===== src/rtl/linear_pkg.sv =====
`default_nettype none
// +----------------------------------------------------------------------------+
// | Module   : linear_pkg                                                      |
// | Purpose  : Shared types and helpers for the linear-layer MAC controller.   |
// |            Controller state encoding, default accumulator width and a      |
// |            width-generic saturating add.                                   |
// | Options  : LMC_SATURATE_EN (consumer side) selects the saturating add.     |
// | Revision : 1.0 - initial release                                           |
// +----------------------------------------------------------------------------+
package linear_pkg;

  typedef enum logic [1:0] {
    IDLE  = 2'd0,
    RUN   = 2'd1,
    DRAIN = 2'd2,
    DONE  = 2'd3
  } lmc_state_e;

  localparam int unsigned LMC_ACC_W = 32;

  // Unsigned a+b clamped to 2^w-1; operands are zero-extended into 64 bits
  // so one function serves every accumulator width up to 63 bits.
  function automatic logic [63:0] lmc_sat_add(input logic [63:0] a,
                                               input logic [63:0] b,
                                               input int unsigned w);
    logic [64:0] sum;
    logic [64:0] max_v;
    sum   = {1'b0, a} + {1'b0, b};
    max_v = (65'd1 << w) - 65'd1;
    return (sum > max_v) ? max_v[63:0] : sum[63:0];
  endfunction

endpackage
`default_nettype wire


===== src/rtl/linear_mac_pipe.sv =====
`default_nettype none
// +----------------------------------------------------------------------------+
// | Module   : linear_mac_pipe                                                 |
// | Purpose  : Two-stage datapath of the MAC controller: feature register      |
// |            (stage 1), multiplier-latency valid bit (stage 2) and the       |
// |            result accumulator.                                             |
// | Ports    : clr_i        clear accumulator (new dot product)                |
// |            hs_i         feature handshake this cycle                       |
// |            feat_data_i  feature chunk, captured on hs_i                    |
// |            w_data_i     weight chunk, arrives one cycle after hs_i         |
// |            mac_acc_i    multiplier partial sum, stage-2 aligned            |
// |            mac_*_o      multiplier operands, zero on bubbles               |
// |            empty_next_o both valid bits will be clear next cycle           |
// |            sat_o        saturation seen (LMC_SATURATE_EN only)             |
// |            acc_o        running dot product                                |
// | Options  : LMC_SATURATE_EN - saturating accumulation + sat_o               |
// | Revision : 1.0 - initial release                                           |
// +----------------------------------------------------------------------------+
module linear_mac_pipe
  import linear_pkg::*;
#(
  parameter int unsigned DW    = 8,
  parameter int unsigned ACC_W = 32
) (
  input  logic             clk,
  input  logic             rst,
  input  logic             clr_i,
  input  logic             hs_i,
  input  logic [DW-1:0]    feat_data_i,
  input  logic [DW-1:0]    w_data_i,
  input  logic [31:0]      mac_acc_i,
  output logic [DW-1:0]    mac_features_o,
  output logic [DW-1:0]    mac_weights_o,
  output logic             empty_next_o,
`ifdef LMC_SATURATE_EN
  output logic             sat_o,
`endif
  output logic [ACC_W-1:0] acc_o
);

  logic             s1_valid_q, s1_valid_d;
  logic             s2_valid_q, s2_valid_d;
  logic [DW-1:0]    feat_q, feat_d;
  logic [ACC_W-1:0] acc_q, acc_d;
  logic [ACC_W-1:0] mac_ext;

  // Partial sum is zero-extended or truncated to the accumulator width.
  assign mac_ext = ACC_W'(mac_acc_i);

`ifdef LMC_SATURATE_EN
  logic sat_q, sat_d;
  logic ovf;
  // a+b overflows exactly when b exceeds the headroom left above a.
  assign ovf = (mac_ext > ~acc_q);
`endif

  always_comb begin
    s1_valid_d = hs_i;
    s2_valid_d = s1_valid_q;
    feat_d     = hs_i ? feat_data_i : feat_q;
    acc_d      = acc_q;
`ifdef LMC_SATURATE_EN
    sat_d      = sat_q;
`endif
    if (clr_i) begin
      acc_d = '0;
`ifdef LMC_SATURATE_EN
      sat_d = 1'b0;
`endif
    end else if (s2_valid_q) begin
`ifdef LMC_SATURATE_EN
      acc_d = ACC_W'(lmc_sat_add(64'(acc_q), 64'(mac_ext), ACC_W));
      sat_d = sat_q | ovf;
`else
      acc_d = acc_q + mac_ext;
`endif
    end
  end

  always_ff @(posedge clk) begin
    if (rst) begin
      s1_valid_q <= 1'b0;
      s2_valid_q <= 1'b0;
      feat_q     <= '0;
      acc_q      <= '0;
`ifdef LMC_SATURATE_EN
      sat_q      <= 1'b0;
`endif
    end else begin
      s1_valid_q <= s1_valid_d;
      s2_valid_q <= s2_valid_d;
      feat_q     <= feat_d;
      acc_q      <= acc_d;
`ifdef LMC_SATURATE_EN
      sat_q      <= sat_d;
`endif
    end
  end

  // Weight memory output is only meaningful while stage 1 holds a chunk.
  assign mac_features_o = s1_valid_q ? feat_q   : '0;
  assign mac_weights_o  = s1_valid_q ? w_data_i : '0;
  assign empty_next_o   = !s1_valid_d && !s2_valid_d;
  assign acc_o          = acc_q;
`ifdef LMC_SATURATE_EN
  assign sat_o          = sat_q;
`endif

endmodule
`default_nettype wire


===== src/rtl/linear_mac_ctrl.sv =====
`default_nettype none
// +----------------------------------------------------------------------------+
// | Module   : linear_mac_ctrl                                                 |
// | Purpose  : Sequences one dot product of an N-chunk feature stream against  |
// |            weights in on-chip memory, driving an NP-lane multiplier and    |
// |            accumulating its partial sums.                                  |
// | Ports    : start/in_len/w_base  command (sampled in IDLE), busy            |
// |            feat_*               feature stream (valid/ready)               |
// |            w_en/w_addr/w_data   weight memory read port (1-cycle latency)  |
// |            mac_*                multiplier interface                       |
// |            res_*                result stream (valid/ready)                |
// | Options  : LMC_SATURATE_EN - saturating accumulate, adds res_sat output    |
// | Revision : 1.0 - initial release                                           |
// +----------------------------------------------------------------------------+
module linear_mac_ctrl
  import linear_pkg::*;
#(
  parameter int unsigned REG_DEPTH = 8,
  parameter int unsigned NP        = 1,
  parameter int unsigned LEN_W     = 16,
  parameter int unsigned ADDR_W    = 10,
  parameter int unsigned ACC_W     = LMC_ACC_W
) (
  input  logic                    clk,
  input  logic                    rst,
  input  logic                    start,
  input  logic [LEN_W-1:0]        in_len,
  input  logic [ADDR_W-1:0]       w_base,
  output logic                    busy,
  input  logic                    feat_valid,
  output logic                    feat_ready,
  input  logic [NP*REG_DEPTH-1:0] feat_data,
  output logic                    w_en,
  output logic [ADDR_W-1:0]       w_addr,
  input  logic [NP*REG_DEPTH-1:0] w_data,
  output logic                    mac_ce,
  output logic [NP*REG_DEPTH-1:0] mac_features,
  output logic [NP*REG_DEPTH-1:0] mac_weights,
  input  logic [31:0]             mac_acc,
  output logic                    res_valid,
  input  logic                    res_ready,
`ifdef LMC_SATURATE_EN
  output logic                    res_sat,
`endif
  output logic [ACC_W-1:0]        res_data
);

  lmc_state_e        state_q, state_d;
  logic [LEN_W-1:0]  count_q, count_d;
  logic [LEN_W-1:0]  len_q,   len_d;
  logic [ADDR_W-1:0] base_q,  base_d;
  logic              hs;
  logic              clr;
  logic              pipe_empty_next;

  assign hs     = feat_valid && (state_q == RUN);
  assign w_en   = hs;
  // Address wraps naturally at ADDR_W bits.
  assign w_addr = hs ? (base_q + ADDR_W'(count_q)) : '0;

  always_comb begin
    state_d    = state_q;
    count_d    = count_q;
    len_d      = len_q;
    base_d     = base_q;
    busy       = (state_q != IDLE);
    feat_ready = 1'b0;
    mac_ce     = 1'b0;
    res_valid  = 1'b0;
    clr        = 1'b0;
    case (state_q)
      IDLE: begin
        if (start) begin
          len_d   = in_len;
          base_d  = w_base;
          count_d = '0;
          clr     = 1'b1;
          state_d = (in_len != '0) ? RUN : DONE;
        end
      end
      RUN: begin
        feat_ready = 1'b1;
        mac_ce     = 1'b1;
        if (hs) begin
          count_d = count_q + LEN_W'(1);
          if (count_q == len_q - LEN_W'(1)) state_d = DRAIN;
        end
      end
      DRAIN: begin
        mac_ce = 1'b1;
        // Leave as the final partial sum is being added, so the result is
        // complete on the first DONE cycle.
        if (pipe_empty_next) state_d = DONE;
      end
      DONE: begin
        res_valid = 1'b1;
        if (res_ready) state_d = IDLE;
      end
      default: state_d = IDLE;
    endcase
  end

  always_ff @(posedge clk) begin
    if (rst) begin
      state_q <= IDLE;
      count_q <= '0;
      len_q   <= '0;
      base_q  <= '0;
    end else begin
      state_q <= state_d;
      count_q <= count_d;
      len_q   <= len_d;
      base_q  <= base_d;
    end
  end

`ifdef LMC_SATURATE_EN
  logic sat;
  assign res_sat = res_valid & sat;
`endif

  linear_mac_pipe #(
    .DW    (NP*REG_DEPTH),
    .ACC_W (ACC_W)
  ) u_pipe (
    .clk            (clk),
    .rst            (rst),
    .clr_i          (clr),
    .hs_i           (hs),
    .feat_data_i    (feat_data),
    .w_data_i       (w_data),
    .mac_acc_i      (mac_acc),
    .mac_features_o (mac_features),
    .mac_weights_o  (mac_weights),
    .empty_next_o   (pipe_empty_next),
`ifdef LMC_SATURATE_EN
    .sat_o          (sat),
`endif
    .acc_o          (res_data)
  );

endmodule
`default_nettype wire


===== config.mk =====
export PLATFORM = sky130hd
export DESIGN_NAME = linear_mac_ctrl
export DESIGN_NICKNAME = d
export VERILOG_FILES = /design/src/rtl/linear_pkg.sv /design/src/rtl/linear_mac_pipe.sv /design/src/rtl/linear_mac_ctrl.sv
export SDC_FILE = /design/constraint.sdc
export NUM_CORES = 1
export LEC_CHECK = 0
export ABC_AREA = 1
export ABC_CLOCK_PERIOD_IN_PS = 4400
export BUFFER_PORTS_ARGS = -buffer_cell sky130_fd_sc_hd__buf_2
export CAP_MARGIN = 10
export CORE_ASPECT_RATIO = 0.5
export CORE_MARGIN = 4
export CORE_UTILIZATION = 60
export DETAILED_ROUTE_END_ITERATION = 10
export GPL_TIMING_DRIVEN = 1
export PLACE_DENSITY = 0.86
export SETUP_SLACK_MARGIN = 0.1
export SLEW_MARGIN = 20
export SYNTH_ARGS = -nofsm -noshare
export SYNTH_HDL_FRONTEND = slang
export SYNTH_HIERARCHICAL = 1
export SYNTH_SLANG_ARGS = --single-unit
export TNS_END_PERCENT = 20

===== constraint.sdc =====
create_clock -name clk -period 4.4 [get_ports clk]
set_input_delay 0.44 -clock clk [delete_from_list [all_inputs] [get_ports clk]]
set_output_delay 0.44 -clock clk [all_outputs]
set_load 0.05 [all_outputs]

# Word-level counts from Yosys, hierarchy flattened
# Cells that the tools add are included.
[classes] add_sub_neg=4 mul=0 div_mod_pow=0 magnitude_cmp=0 eq_ne=9 shift=0 n_mux=18 n_bitwise=0 reduce_logical=13
[ops] op="adder 32 bit" n=1
[ops] op="2-to-1 mux 16 bit" n=2
[ops] op="case mux 16 bit (2 select lines)" n=1
[ops] op="adder 16 x 1 -> 16 bit, second input constant" n=1
[ops] op="equality test 16 bit" n=1
[ops] op="2-to-1 mux 8 bit" n=2
[ops] op="nonzero test 16 bit" n=1
[ops] op="subtractor 16 x 1 -> 16 bit, second input constant" n=1
[ops] op="2-to-1 mux 2 bit" n=6
[ops] op="adder 10 bit" n=1
[ops] op="2-to-1 mux 10 bit" n=1
[ops] op="inequality test 2 bit, second input constant" n=4
[ops] op="case mux 2 bit (4 select lines)" n=1
[ops] op="2-to-1 mux 1 bit" n=5
[ops] op="AND reduction 5 bit" n=1
[ops] op="equality test 2 bit, second input constant" n=2
[ops] op="nonzero test 2 bit" n=2
[ops] op="OR reduction 2 bit" n=2
[ops] op="AND reduction 3 bit" n=1
[ops] op="equality test 2 x 1 -> 1 bit, second input constant" n=1
[ops] op="logical AND 1 bit" n=2
[ops] op="logical NOT 1 bit" n=2
[ops] op="logical NOT 2 bit" n=1
[ops] op="inequality test 2 x 1 -> 1 bit, second input constant" n=1
[ops] op="AND reduction 2 bit" n=1
[totals] regBits=86 latch_bits=0 ram_bits=0 romBits=0 input_bits=79 output_inout_bits=63 word_cells=52 n_memories=0

# Logic depth before layout (Yosys ltp)
# Gate-level depths: netlist of the first run.
[logic_depth] depth_word=6 mapped_depth=16 ltp_nobuf=16

# Hierarchy
# The synthesis of the first run kept the hierarchy.
[modules_own_cells] mod="linear_mac_pipe" n_inst=1 cells_each=754 area_each_um2=4066.4 seq_area_each_um2=840.8
[modules_own_cells] mod="linear_mac_ctrl" n_inst=1 cells_each=437 area_each_um2=2927.8 seq_area_each_um2=880.8

# Least setup slack after synthesis of the first run
# OpenSTA, ideal clock, no wires.
[synth_timing] kind="register to output" from="register state_q[1]" to="output w_addr[2]" arrival_time_ps=2437 required_ps=3960 path_slack_ps=1523 stages_incl_launch_ff=7 n_path_buf=0 path_cell_list="dfxtp_1 -> inv_1 -> ha_1 -> nand2_1 -> clkinv_1 -> o21ai_0 -> a21oi_1"
[synth_between] elab_chain_cells=3
[synth_lines] item="from (decl)" line="linear_mac_ctrl.sv:48" source="lmc_state_e state_q, state_d;"
[synth_lines] item="from (signal assigned)" line="linear_mac_ctrl.sv:110" source="state_q <= state_d;"
[synth_lines] item="equality test 2 x 1 -> 1 bit" line="linear_mac_ctrl.sv:56" source="assign hs = feat_valid && (state_q == RUN);"
[synth_lines] item="logical AND 1 bit" line="linear_mac_ctrl.sv:56"
[synth_lines] item="net w_en" line="linear_mac_ctrl.sv:33" source="output logic w_en,"
[synth_lines] item="2-to-1 mux 10 bit" line="linear_mac_ctrl.sv:59" source="assign w_addr = hs ? (base_q + ADDR_W'(count_q)) : '0;"
[synth_lines] item="to (decl)" line="linear_mac_ctrl.sv:34" source="output logic [ADDR_W-1:0] w_addr,"
# The timed path passes the listed nets, and every way through them passes these cells.

# Worst setup path in the final report of the first run
[layout_timing] from="register count_q[0]" to="output w_addr[8]"
[layout_between] elab_chain_cells=2
[layout_lines] item="from (decl)" line="linear_mac_ctrl.sv:49" source="logic [LEN_W-1:0] count_q, count_d;"
[layout_lines] item="from (signal assigned)" line="linear_mac_ctrl.sv:111" source="count_q <= count_d;"
[layout_lines] item="adder 10 bit" line="linear_mac_ctrl.sv:59"
[layout_lines] item="2-to-1 mux 10 bit" line="linear_mac_ctrl.sv:59"
# Every way passes these cells.

==> results.yml, run 1 <==
yosys:
  flops_latches_synth: 86
  synth_cells: 1191
  netlist_area_um2: 6990
  netlist-cell-type-count: 42
  ys.warnings.count: 6
  avgSynthCellArea_um2: 5.87
  synth-seq-area-share_pct: 24.6
  syn_nets: 1319
power_and_ir_drop:
  max-vdd-ir-drop_uv: 591
  leakage_power_nw: 4.76
  power.density_nw_per_um2: 373
cts:
  cts-root-buf: "clkbuf_16"
  post-cts-setup-buffers: 0
  cts_tree: "yes"
  h-tree-depth: 3
  tritoncts.num_buffers: 9
  cts_hold_buffers: 0
  clk_latency_ns: 0.35
  ctsResizeCount: 0
  clock_tree.buffer_depth: 2
  clock_transition_time_at_the_flip_flop_clock_pins_of_the_worst_setup_and_hold_paths_ns: 0.07
  cts_sinks: 86
finish:
  final_layout_size_suffix_gt1_share_pct: 14.2
  synthToLayoutAreaGrowth_pct: 16.0
  antennaDiodeCount: 0
  nFillCells: 996
  num-nets-final: 1451
timing:
  drv_slew: 0
  grt_setup_unrepaired: "false"
  hold_slack_ns: 0.343
  max-slew-margin-rel_pct: 42.4
  clock.fmax_mhz: 325
  finalHoldViolations: 0
  tightestPinTransition_ns: 0.864
  minimum_period_implied_by_the_final_worst_setup_slack_ns: 3.07
  fin_setup_tns_ns: 0
  post-route-period-util_pct: 69.8
  setup_violations: 0
  finalClockSkew_ns: 0.00872
run_status:
  status: "complete, no violations"
worst_setup_path:
  rrSetupSlack_ns: 1.87
  crit_path_start_kind: "flop"
  worst-setup-path-type: "reg2out"
  critPathArrivalTime_ns: 2.63
  worst_ep_required_time_ns: 3.96
  critical_path.max_fanout: 6
  r2r-end: "count_q[6]"
  timing.rr.start: "state_q[0]"
  worst-r2r-cell-count: 7
  critPathCaptureType: "primary output"
floorplanning:
  die-area_um2: 13600
  die_span_y_um: 84.3
  row_count: 27
  ioPinCount: 142
  die_w_um: 161
  coreArea_um2: 11200
  floorplan.initialDensity_pct: 62.5
hold_path:
  worstHoldStart: "w_base[9]"
  min-delay-path-class: "in2reg"
  hold_path_end: "base_q[9]"
  whs_path_depth: 3
routing:
  drt_first_iter_violations: 566
  detailed_route_wl_um: 18300
  post_drt_via_cell_ratio: 5.07
  dr.pass1.iters: 7
  via_count: 7540
  route.detailed.drc: 0
  detail-route-antenna-nets: 0
  routedWlPerCell_um: 12.3
grt:
  grt-ovfl-total: 0
  grt_start_max_net_pins: 33
  grt_pass1_wl_um: 30400
  grt_antenna_before_repair: 0
  gr-usage-all-layers_pct: 26.6
  first_global_vias: 6840
place:
  globalplace.congestion: 0.942
  io_buffers: 141
  detailedPlacementHpwl_um: 14500
job:
  maxCapViolations: 0
layout make-up:
cell class,count,area [µm²],share of cell area (%)
tap,159,199,2.45
clock inverter,6,77.6,0.956
clock buffer,10,229,2.82
multi-input combinational,859,4330,53.3
inverter,224,841,10.4
sequential,86,1720,21.2
timing repair buffer,143,721,8.88
kinds of logic (layout without fill, tap and decap cells):
group	after synthesis	count (layout)	synth area share, %
AO/OA/AOI/OAI	149	149	11.3
XOR/XNOR	35	35	4.58
adder cells (fa/ha/maj)	49	49	8.98
buffers and inverters	246	383	13.5
flip-flops	86	86	24.6
AND/OR/NAND/NOR	626	626	37.0
synthesized netlist by cell type:
library cell / number / area share (%)
o21bai_1: 3 / 0.32
nand3_2: 3 / 0.43
nor3_1: 8 / 0.57
clkinv_1: 3 / 0.16
ha_1: 47 / 8.4
a21oi_1: 73 / 5.2
buf_4: 1 / 0.11
a221oi_1: 1 / 0.13
nand3_1: 62 / 4.4
o21ai_0: 57 / 4.1
nand2_4: 1 / 0.16
nor2_4: 3 / 0.48
dfxtp_1: 86 / 25
xnor3_1: 1 / 0.32
nor2_2: 7 / 0.63
or2_2: 1 / 0.090
nand2_2: 11 / 0.98
a21o_1: 3 / 0.32
a41oi_1: 1 / 0.13
and3_1: 1 / 0.090
nand2_1: 341 / 18
inv_1: 220 / 12
dlymetal6s2s_1: 1 / 0.18
nand4_1: 10 / 0.89
buf_6: 1 / 0.16
a211oi_1: 1 / 0.11
nand3b_1: 4 / 0.43
clkbuf_1: 17 / 0.91
buf_1: 1 / 0.054
inv_2: 1 / 0.054
o21ai_1: 4 / 0.29
a31oi_1: 3 / 0.27
a31o_2: 1 / 0.13
nor4_1: 3 / 0.27
and2_1: 1 / 0.090
fa_1: 2 / 0.57
nor2_1: 170 / 9.1
xnor2_1: 10 / 1.3
xor2_1: 24 / 3.0
o21ai_2: 1 / 0.13
clkbuf_2: 1 / 0.071
a21oi_4: 1 / 0.23
worst max-delay path, stage by stage, from the launching register on:
cell     delay, ns
dfxtp_1       0.37
ha_1          0.28
fa_1          0.43
nand3_1       0.09
nand2_1       0.08
nand2_1       0.06
nand2_1       0.05
a21oi_1       0.21
nor2_1        0.06
o21ai_0       0.20
a21oi_1       0.09
nor2_1        0.10
buf_2         0.27
layer usage:
metal	wire length [µm]	part of all wire, %	GRT usage [%]	up-vias
li1	-	-	-	3941
met1	8210	45	34.3	3295
met2	8320	46	45.3	273
met3	1490	8.1	5.79	31
met4	268	1.5	7.35	0
met5	0	0	0	-
stage by stage:
stage          worst slack, ns  std cells  instance area, µm²  utilization [%]  total power [mW]
2_1_floorplan             1.52       1191                6990                -              1.95
6_report                  1.33       1487                8120             72.6              3.03
5_1_grt                   1.01       1487                8120             72.6              3.25
4_1_cts                   1.35       1487                8120             72.6              3.03
3_5_place_dp              1.74       1471                7810             69.8              2.22
3_3_place_gp              1.79       1471                7810             69.8              2.19
cells in the final DEF (no fill, tap or decap), types with 2 or more instances in the layout:
cell,n
nand2_1,341
inv_1,220
nor2_1,170
buf_2,141
dfxtp_1,86
a21oi_1,73
nand3_1,62
o21ai_0,57
ha_1,47
xor2_1,24
nand2_2,11
nand4_1,10
xnor2_1,10
clkbuf_16,9
nor3_1,8
nor2_2,7
o21ai_1,4
nand3b_1,4
nor4_1,3
clkinv_1,3
a21o_1,3
a31oi_1,3
nand3_2,3
nor2_4,3
o21bai_1,3
fa_1,2
inv_6,2
inv_8,2
buf_4,2
report_power, final:
part	switching [mW]	leakage, nW	internal (mW)
sequential	0.105	0.700	0.878
clock	0.350	0.148	0.453
combinational	0.835	3.91	0.407
registers in the layout, summed over array words and instances (netlist names):
signal	count
base_q	10
count_q	16
len_q	16
state_q	2
u_pipe/acc_o	32
u_pipe/feat_q	8
u_pipe/s1_valid_q	1
u_pipe/s2_valid_q	1
worst max-delay path by stage:
stage / from / to / cells past startpoint
floorplan: state_q[1] / w_addr[2] / 6
detailed placement: count_q[0] / w_addr[8] / 12
CTS: count_q[0] / w_addr[8] / 12
global placement: count_q[0] / w_addr[8] / 12
finish: count_q[0] / w_addr[8] / 12
global route: count_q[0] / w_addr[8] / 12
(Power assumes the default switching activity.)
==> run 2: changes to the inputs <==
--- a/config.mk
+++ b/config.mk
@@ -6,15 +6,15 @@
 export NUM_CORES = 1
 export LEC_CHECK = 0
 export ABC_AREA = 1
-export ABC_CLOCK_PERIOD_IN_PS = 4400
+export ABC_CLOCK_PERIOD_IN_PS = 2600
 export BUFFER_PORTS_ARGS = -buffer_cell sky130_fd_sc_hd__buf_2
 export CAP_MARGIN = 10
 export CORE_ASPECT_RATIO = 0.5
 export CORE_MARGIN = 4
-export CORE_UTILIZATION = 60
+export CORE_UTILIZATION = 51
 export DETAILED_ROUTE_END_ITERATION = 10
 export GPL_TIMING_DRIVEN = 1
-export PLACE_DENSITY = 0.86
+export PLACE_DENSITY = 0.78
 export SETUP_SLACK_MARGIN = 0.1
 export SLEW_MARGIN = 20
 export SYNTH_ARGS = -nofsm -noshare
==> constraint.sdc (replaced) <==
create_clock -name clk -period 2.6 [get_ports clk]
set_input_delay 0.26 -clock clk [delete_from_list [all_inputs] [get_ports clk]]
set_output_delay 0.26 -clock clk [all_outputs]
set_load 0.05 [all_outputs]
==> run 2 against run 1 <==
  * Critical path depth is the same
  * Total power grew 71%
  * Register-to-register slack lost 1.6 ns
  * Non-clock buffer count grew 5
  * Clock skew shrank 0.00072 ns
  * Sequential cell count is the same
  * Combinational power grew 75%
  * Critical path type unchanged
  * Critical endpoint unchanged
  * Largest cell class unchanged
==> results.yml, run 2 (synthesis results as in run 1) <==
timing:
  tightestPinTransition_ns: 0.731
  finalHoldViolations: 0
  hold_slack_ns: 0.162
  setup_violations: 0
  grt_setup_unrepaired: "true"
  fin_setup_tns_ns: 0
  finalClockSkew_ns: 0.00801
  post-route-period-util_pct: 99.9
  drv_slew: 0
  minimum_period_implied_by_the_final_worst_setup_slack_ns: 2.60
  clock.fmax_mhz: 385
  max-slew-margin-rel_pct: 51.3
worst_setup_path:
  critical_path.slowest_cell: "fa_2"
  critPathArrivalTime_ns: 2.34
  timing.rr.start: "state_q[1]"
  crit_path_end: "w_addr[8]"
  worst_ep_required_time_ns: 2.34
  crit_path_start_kind: "flop"
  critPathCaptureType: "primary output"
  worst-setup-path-type: "reg2out"
  critical-path-max-stage-delay_ns: 0.38
  critical_path.max_fanout: 3
  rrSetupSlack_ns: 0.30
  worst-r2r-cell-count: 10
  timing.critical_path.from: "base_q[0]"
  worstPathCellList: "ha_4 > fa_2 > nand3_2 > nand2_2 > nand2_1 > nand2_1 > a21oi_2 > nor2_1 > o21ai_1 > a21oi_1 > nor2_1 > buf_6"
  r2r-end: "state_q[0]"
cts:
  tritoncts.num_buffers: 9
  cts_tree: "yes"
  cts_sinks: 86
  clock_transition_time_at_the_flip_flop_clock_pins_of_the_worst_setup_and_hold_paths_ns: 0.07
  cts-root-buf: "clkbuf_16"
  clock_tree.buffer_depth: 2
  clk_latency_ns: 0.34
  h-tree-depth: 3
floorplanning:
  row_count: 29
  floorplan.initialDensity_pct: 53.7
  die-area_um2: 15800
  die_span_y_um: 90.8
  coreArea_um2: 13000
  die_w_um: 174
  ioPinCount: 142
power_and_ir_drop:
  leakage_power_nw: 4.78
  max-vdd-ir-drop_uv: 581
  total_power_mw: 5.19
  power.density_nw_per_um2: 627
grt:
  grt_antenna_before_repair: 0
  grt_start_max_net_pins: 49
  met2_usage_pct: 39.6
  grt-ovfl-total: 0
  grt.met3_usage_pct: 3.89
  grt_pass1_wl_um: 30700
  gr-usage-all-layers_pct: 22.9
  first_global_vias: 6779
  grt_most_used_layer: "met2"
  globalRouteMet1Util_pct: 29.8
finish:
  nFillCells: 1265
  antennaDiodeCount: 0
  synthToLayoutAreaGrowth_pct: 18.3
  layout.cells.most_common_list: "340 x nand2_1, 220 x inv_1, 170 x nor2_1, 136 x buf_2, 79 x dfxtp_1"
  post-route-util_pct: 63.5
  final_layout_size_suffix_gt1_share_pct: 16.0
  num-nets-final: 1456
  final_common_cell: "nand2_1"
  finish.instance_area_um2: 8270
  flip_flop_count_of_the_largest_register_all_copies_and_words_added: 32
routing:
  route.detailed.drc: 0
  routedWlPerCell_um: 12.4
  via_count: 7369
  post_drt_via_cell_ratio: 4.90
  drt_first_iter_violations: 454
  detailed_route_wl_um: 18700
  detail-route-antenna-nets: 0
  dr.pass1.iters: 5
job:
  maxCapViolations: 0
hold_path:
  whs_path_depth: 3
  min-delay-path-class: "in2reg"
place:
  globalplace.congestion: 0.965
  placedInstanceArea_um2: 7850
  detailedPlacementHpwl_um: 14600
  io_buffers: 141
run_status:
  status: "complete, no violations"
==> run 2: per-layer routing <==
layer / vias to the layer above / part of all wire [%]
li1: 3945 / -
met2: 236 / 45
met5: - / 0
met1: 3150 / 47
met3: 38 / 5.9
met4: 0 / 2.1
==> run 2: worst min-delay path by stage <==
stage / start / endpoint / slack [ns]
after floorplan: rst / count_q[14] / 0.33
after global placement: u_pipe/feat_q[1] / u_pipe/feat_q[1] / 0.45
after detailed placement: u_pipe/feat_q[6] / u_pipe/feat_q[6] / 0.46
after CTS: feat_data[7] / u_pipe/feat_q[7] / 0.15
after global routing: in_len[13] / len_q[13] / 0.16
final: w_base[6] / base_q[6] / 0.16
==> run 2: final cells by class <==
type | instances | area (µm²) | area share, %
clock buffers | 10 | 229 | 2.77
clock inverters | 6 | 77.6 | 0.938
inverters | 224 | 846 | 10.2
multi-input cells | 859 | 4400 | 53.2
flip-flops and latches | 86 | 1740 | 21.0
well taps | 170 | 213 | 2.57
repair buffers | 148 | 774 | 9.36
==> run 2: through the flow <==
step                setup WS, ns  std cells
floorplan                -0.0278       1191
CTS                       0.0930       1501
finish                   0.00139       1503
global route              -0.118       1503
global placement           0.239       1485
detailed placement         0.183       1485
==> run 2: repair_timing <==
action / in CTS / in global routing
gates resized for setup: 11 / 20
hold buffers: 0 / 0
setup endpoints to repair: 3 / 9
pin swaps: 1 / 9
setup buffers: 0 / 2
==> run 2: where the power goes <==
group / leakage (nW) / switching (mW) / internal (mW)
clock network: 0.148 / 0.590 / 0.767
logic: 3.93 / 1.44 / 0.725
registers: 0.704 / 0.174 / 1.49
==> run 2: worst max-delay path: cells and delay by family (launching register included) <==
| family | cells | cell delay, ns |
|---|---|---|
| adders and majority gates | 2 | 0.55 |
| and+or+nand+nor | 6 | 0.49 |
| AOI/OAI and AO/OA | 3 | 0.44 |
| DFF | 1 | 0.34 |
| buffers and inverters | 1 | 0.17 |
==> run 3: changes to the inputs <==
--- a/config.mk
+++ b/config.mk
@@ -11,14 +11,13 @@
 export CAP_MARGIN = 10
 export CORE_ASPECT_RATIO = 0.5
 export CORE_MARGIN = 4
-export CORE_UTILIZATION = 51
+export CORE_UTILIZATION = 50
 export DETAILED_ROUTE_END_ITERATION = 10
 export GPL_TIMING_DRIVEN = 1
-export PLACE_DENSITY = 0.78
+export PLACE_DENSITY = 0.81
 export SETUP_SLACK_MARGIN = 0.1
 export SLEW_MARGIN = 20
 export SYNTH_ARGS = -nofsm -noshare
 export SYNTH_HDL_FRONTEND = slang
-export SYNTH_HIERARCHICAL = 1
 export SYNTH_SLANG_ARGS = --single-unit
 export TNS_END_PERCENT = 20
==> run 3 against run 2 <==
  * Register-to-register slack improved by 0.03 ns
  * Critical path depth is the same
  * Worst setup slack gained 0.11 ns
  * Largest cell class unchanged
  * Highest routed layer unchanged
  * Synthesized cell count down 15%
==> results.yml, run 3 <==
run_status:
  status: "complete, no violations"
floorplanning:
  die-area_um2: 14600
  die_w_um: 167
  coreArea_um2: 12100
  die_span_y_um: 87.4
  row_count: 28
  ioPinCount: 142
  floorplan.initialDensity_pct: 52.3
timing:
  hold_slack_ns: 0.164
  grt_setup_unrepaired: "true"
  fin_setup_tns_ns: 0
  setup_ws_ns: 0.108
  post-route-period-util_pct: 95.8
  clock.fmax_mhz: 401
  setup_violations: 0
  max-slew-margin-rel_pct: 53.7
  finalClockSkew_ns: 0.00673
  minimum_period_implied_by_the_final_worst_setup_slack_ns: 2.49
  drv_slew: 0
  tightestPinTransition_ns: 0.694
  finalHoldViolations: 0
yosys:
  synth-seq-area-share_pct: 27.3
  dominantRegCellSynth: "dfxtp_1"
  synthTopCellsByArea: "dfxtp_1 27%, nor2_1 12%, nand2_1 11%"
  netlist_area_um2: 6300
  yosys.cell_count.top_type: "nor2_1"
  syn_nets: 1135
  yosys.area.top_type_share_pct: 27.3
  ys_async_sr_fraction_pct: 0
  number_of_synthesized_flops_with_an_enable_pin: 0
  ys.warnings.count: 0
  synth_top_cells_by_count: "198 x nor2_1, 188 x nand2_1, 119 x inv_1, 104 x o21ai_0, 86 x dfxtp_1"
  netlist-cell-type-count: 37
  avgSynthCellArea_um2: 6.25
  flops_latches_synth: 86
  synth_cells: 1007
  synth_area_leader_cell: "dfxtp_1"
worst_setup_path:
  critical-path-max-stage-delay_ns: 0.38
  critical_path.slowest_cell: "fa_2"
  worst-setup-path-type: "reg2out"
  rrSetupSlack_ns: 0.33
  worst_ep_required_time_ns: 2.34
  worstPathCellList: "ha_4 > fa_2 > nand3_2 > nand3_2 > nand2_1 > nand2_1 > a21oi_2 > o21ai_1 > nand2_1 > a21oi_1 > nor2_2 > buf_6"
  crit_top_cell: "nand2_1"
  timing.critical_path.max_delay_family: "adder cells"
  critPathArrivalTime_ns: 2.23
  crit_path_start_kind: "flop"
  critPathCaptureType: "primary output"
  crit_buf_inv: 1
  critical_path.max_fanout: 6
routing:
  route.detailed.drc: 0
  post_drt_via_cell_ratio: 5.17
  detail-route-antenna-nets: 0
  detailed_route_wl_um: 17700
  dr.pass1.iters: 5
  drt_first_iter_violations: 367
  via_count: 6830
  routedWlPerCell_um: 13.4
power_and_ir_drop:
  power_spent_charging_and_discharging_nets_mw: 2.15
  p_clk_share_pct: 25.6
  leakage_power_nw: 3.97
  combinational_cell_fraction_of_total_power_pct: 41.3
  power_switching_share_pct: 42.6
  power.density_nw_per_um2: 659
  max-vdd-ir-drop_uv: 369
  cell_internal_pwr_mw: 2.89
  p_seq_share_pct: 33.1
grt:
  grt_pass1_wl_um: 28900
  grt_start_max_net_pins: 37
  first_global_vias: 6279
  globalRouteMet1Util_pct: 30.5
  grt-ovfl-total: 0
  grt_most_used_layer: "met2"
  gr-usage-all-layers_pct: 23.8
  grt.met3_usage_pct: 4.40
  met2_usage_pct: 42.7
  grt_antenna_before_repair: 0
place:
  detailedPlacementHpwl_um: 14100
  placedInstanceArea_um2: 7220
  io_buffers: 141
  placement.setup.worst_slack_ns: 0.198
  globalplace.congestion: 0.932
finish:
  finish.instance_area_um2: 7640
  num-nets-final: 1280
  layout.cells.most_common_list: "197 x nor2_1, 188 x nand2_1, 138 x buf_2, 119 x inv_1, 101 x o21ai_0"
  nFillCells: 1161
  synthToLayoutAreaGrowth_pct: 21.4
  final_common_cell: "nor2_1"
  post-route-util_pct: 63.4
  flip_flop_count_of_the_largest_register_all_copies_and_words_added: 32
  antennaDiodeCount: 0
  final_layout_size_suffix_gt1_share_pct: 17.8
cts:
  clk_latency_ns: 0.35
  clock_tree.buffer_depth: 2
  tritoncts.num_buffers: 9
  clock_transition_time_at_the_flip_flop_clock_pins_of_the_worst_setup_and_hold_paths_ns: 0.07
  cts-root-buf: "clkbuf_16"
  cts_sinks: 86
  h-tree-depth: 3
  cts_tree: "yes"
job:
  maxCapViolations: 0
hold_path:
  min-delay-path-class: "in2reg"
## run 3: cell count changes after synthesis, moves of 15 or more
cell,previous run,this run
inv_1,220,119
nand3_1,62,46
nor2_1,170,198
nand2_1,341,188
nor3_1,8,23
o21ai_0,57,104
## run 3: area by class of cell
| type | instances | area, µm² | share of cell area [%] |
|---|---|---|---|
| clock buffer | 11 | 253 | 3.31 |
| clock inverter | 5 | 41.3 | 0.540 |
| inverter | 125 | 469 | 6.14 |
| multi-input combinational | 774 | 4110 | 53.7 |
| sequential | 86 | 1740 | 22.7 |
| tap | 165 | 206 | 2.70 |
| timing repair buffer | 156 | 833 | 10.9 |
## run 3: worst paths after layout
path,start,end,depth (start not counted)
setup / recovery,count_q[0],w_addr[8],12
hold / removal,w_base[9],base_q[9],3
setup reg to reg,u_pipe.acc_o[0],u_pipe.acc_o[20],12
hold reg to reg,u_pipe.acc_o[0],u_pipe.acc_o[0],2
## run 3: worst register-to-register path, stage by stage, from the launching register on
cell and delay (ns):
dfxtp_1 0.34, ha_1 0.18, inv_1 0.08, fa_1 0.48, o21ai_2 0.22, nand3_1 0.09
nand2_1 0.13, nand2_1 0.09, o21ai_0 0.25, or2_2 0.16, nand3_1 0.05, nand2_1 0.07
inv_1 0.04
## run 3: kinds of logic after synthesis
group,synth area share [%]
AO/OA/AOI/OAI,17.1
XOR/XNOR,5.28
adder cells (fa/ha/maj),9.97
buffers and inverters,8.78
flip-flops,27.3
AND/OR/NAND/NOR,31.5
## run 3: repair_timing
action	CTS	global route
pin swaps	1	3
hold buffers	0	0
endpoints found under the setup margin	3	12
resized for setup	13	16
setup buffers	3	1
endpoints found under the hold margin	0	0
## run 3: stage by stage
stage,cells,total power [mW]
3_3_place_gp,1302,3.68
5_1_grt,1322,5.41
2_1_floorplan,1007,3.23
6_report,1322,5.04
3_5_place_dp,1302,3.74
4_1_cts,1321,5.04
## run 3: power groups by stage
stage	Clock (mW)	Combinational, mW	Sequential (mW)
3_3_place_gp	0	2.00	1.68
5_1_grt	1.37	2.34	1.70
6_report	1.29	2.08	1.67
2_1_floorplan	0	1.51	1.72
3_5_place_dp	0	2.05	1.69
4_1_cts	1.30	2.07	1.67
## run 3: metal layers
layer | vias up | routed length (µm)
met5 | - | 0
met4 | 0 | 156
met3 | 13 | 860
met2 | 156 | 8350
met1 | 3108 | 8310
li1 | 3553 | -
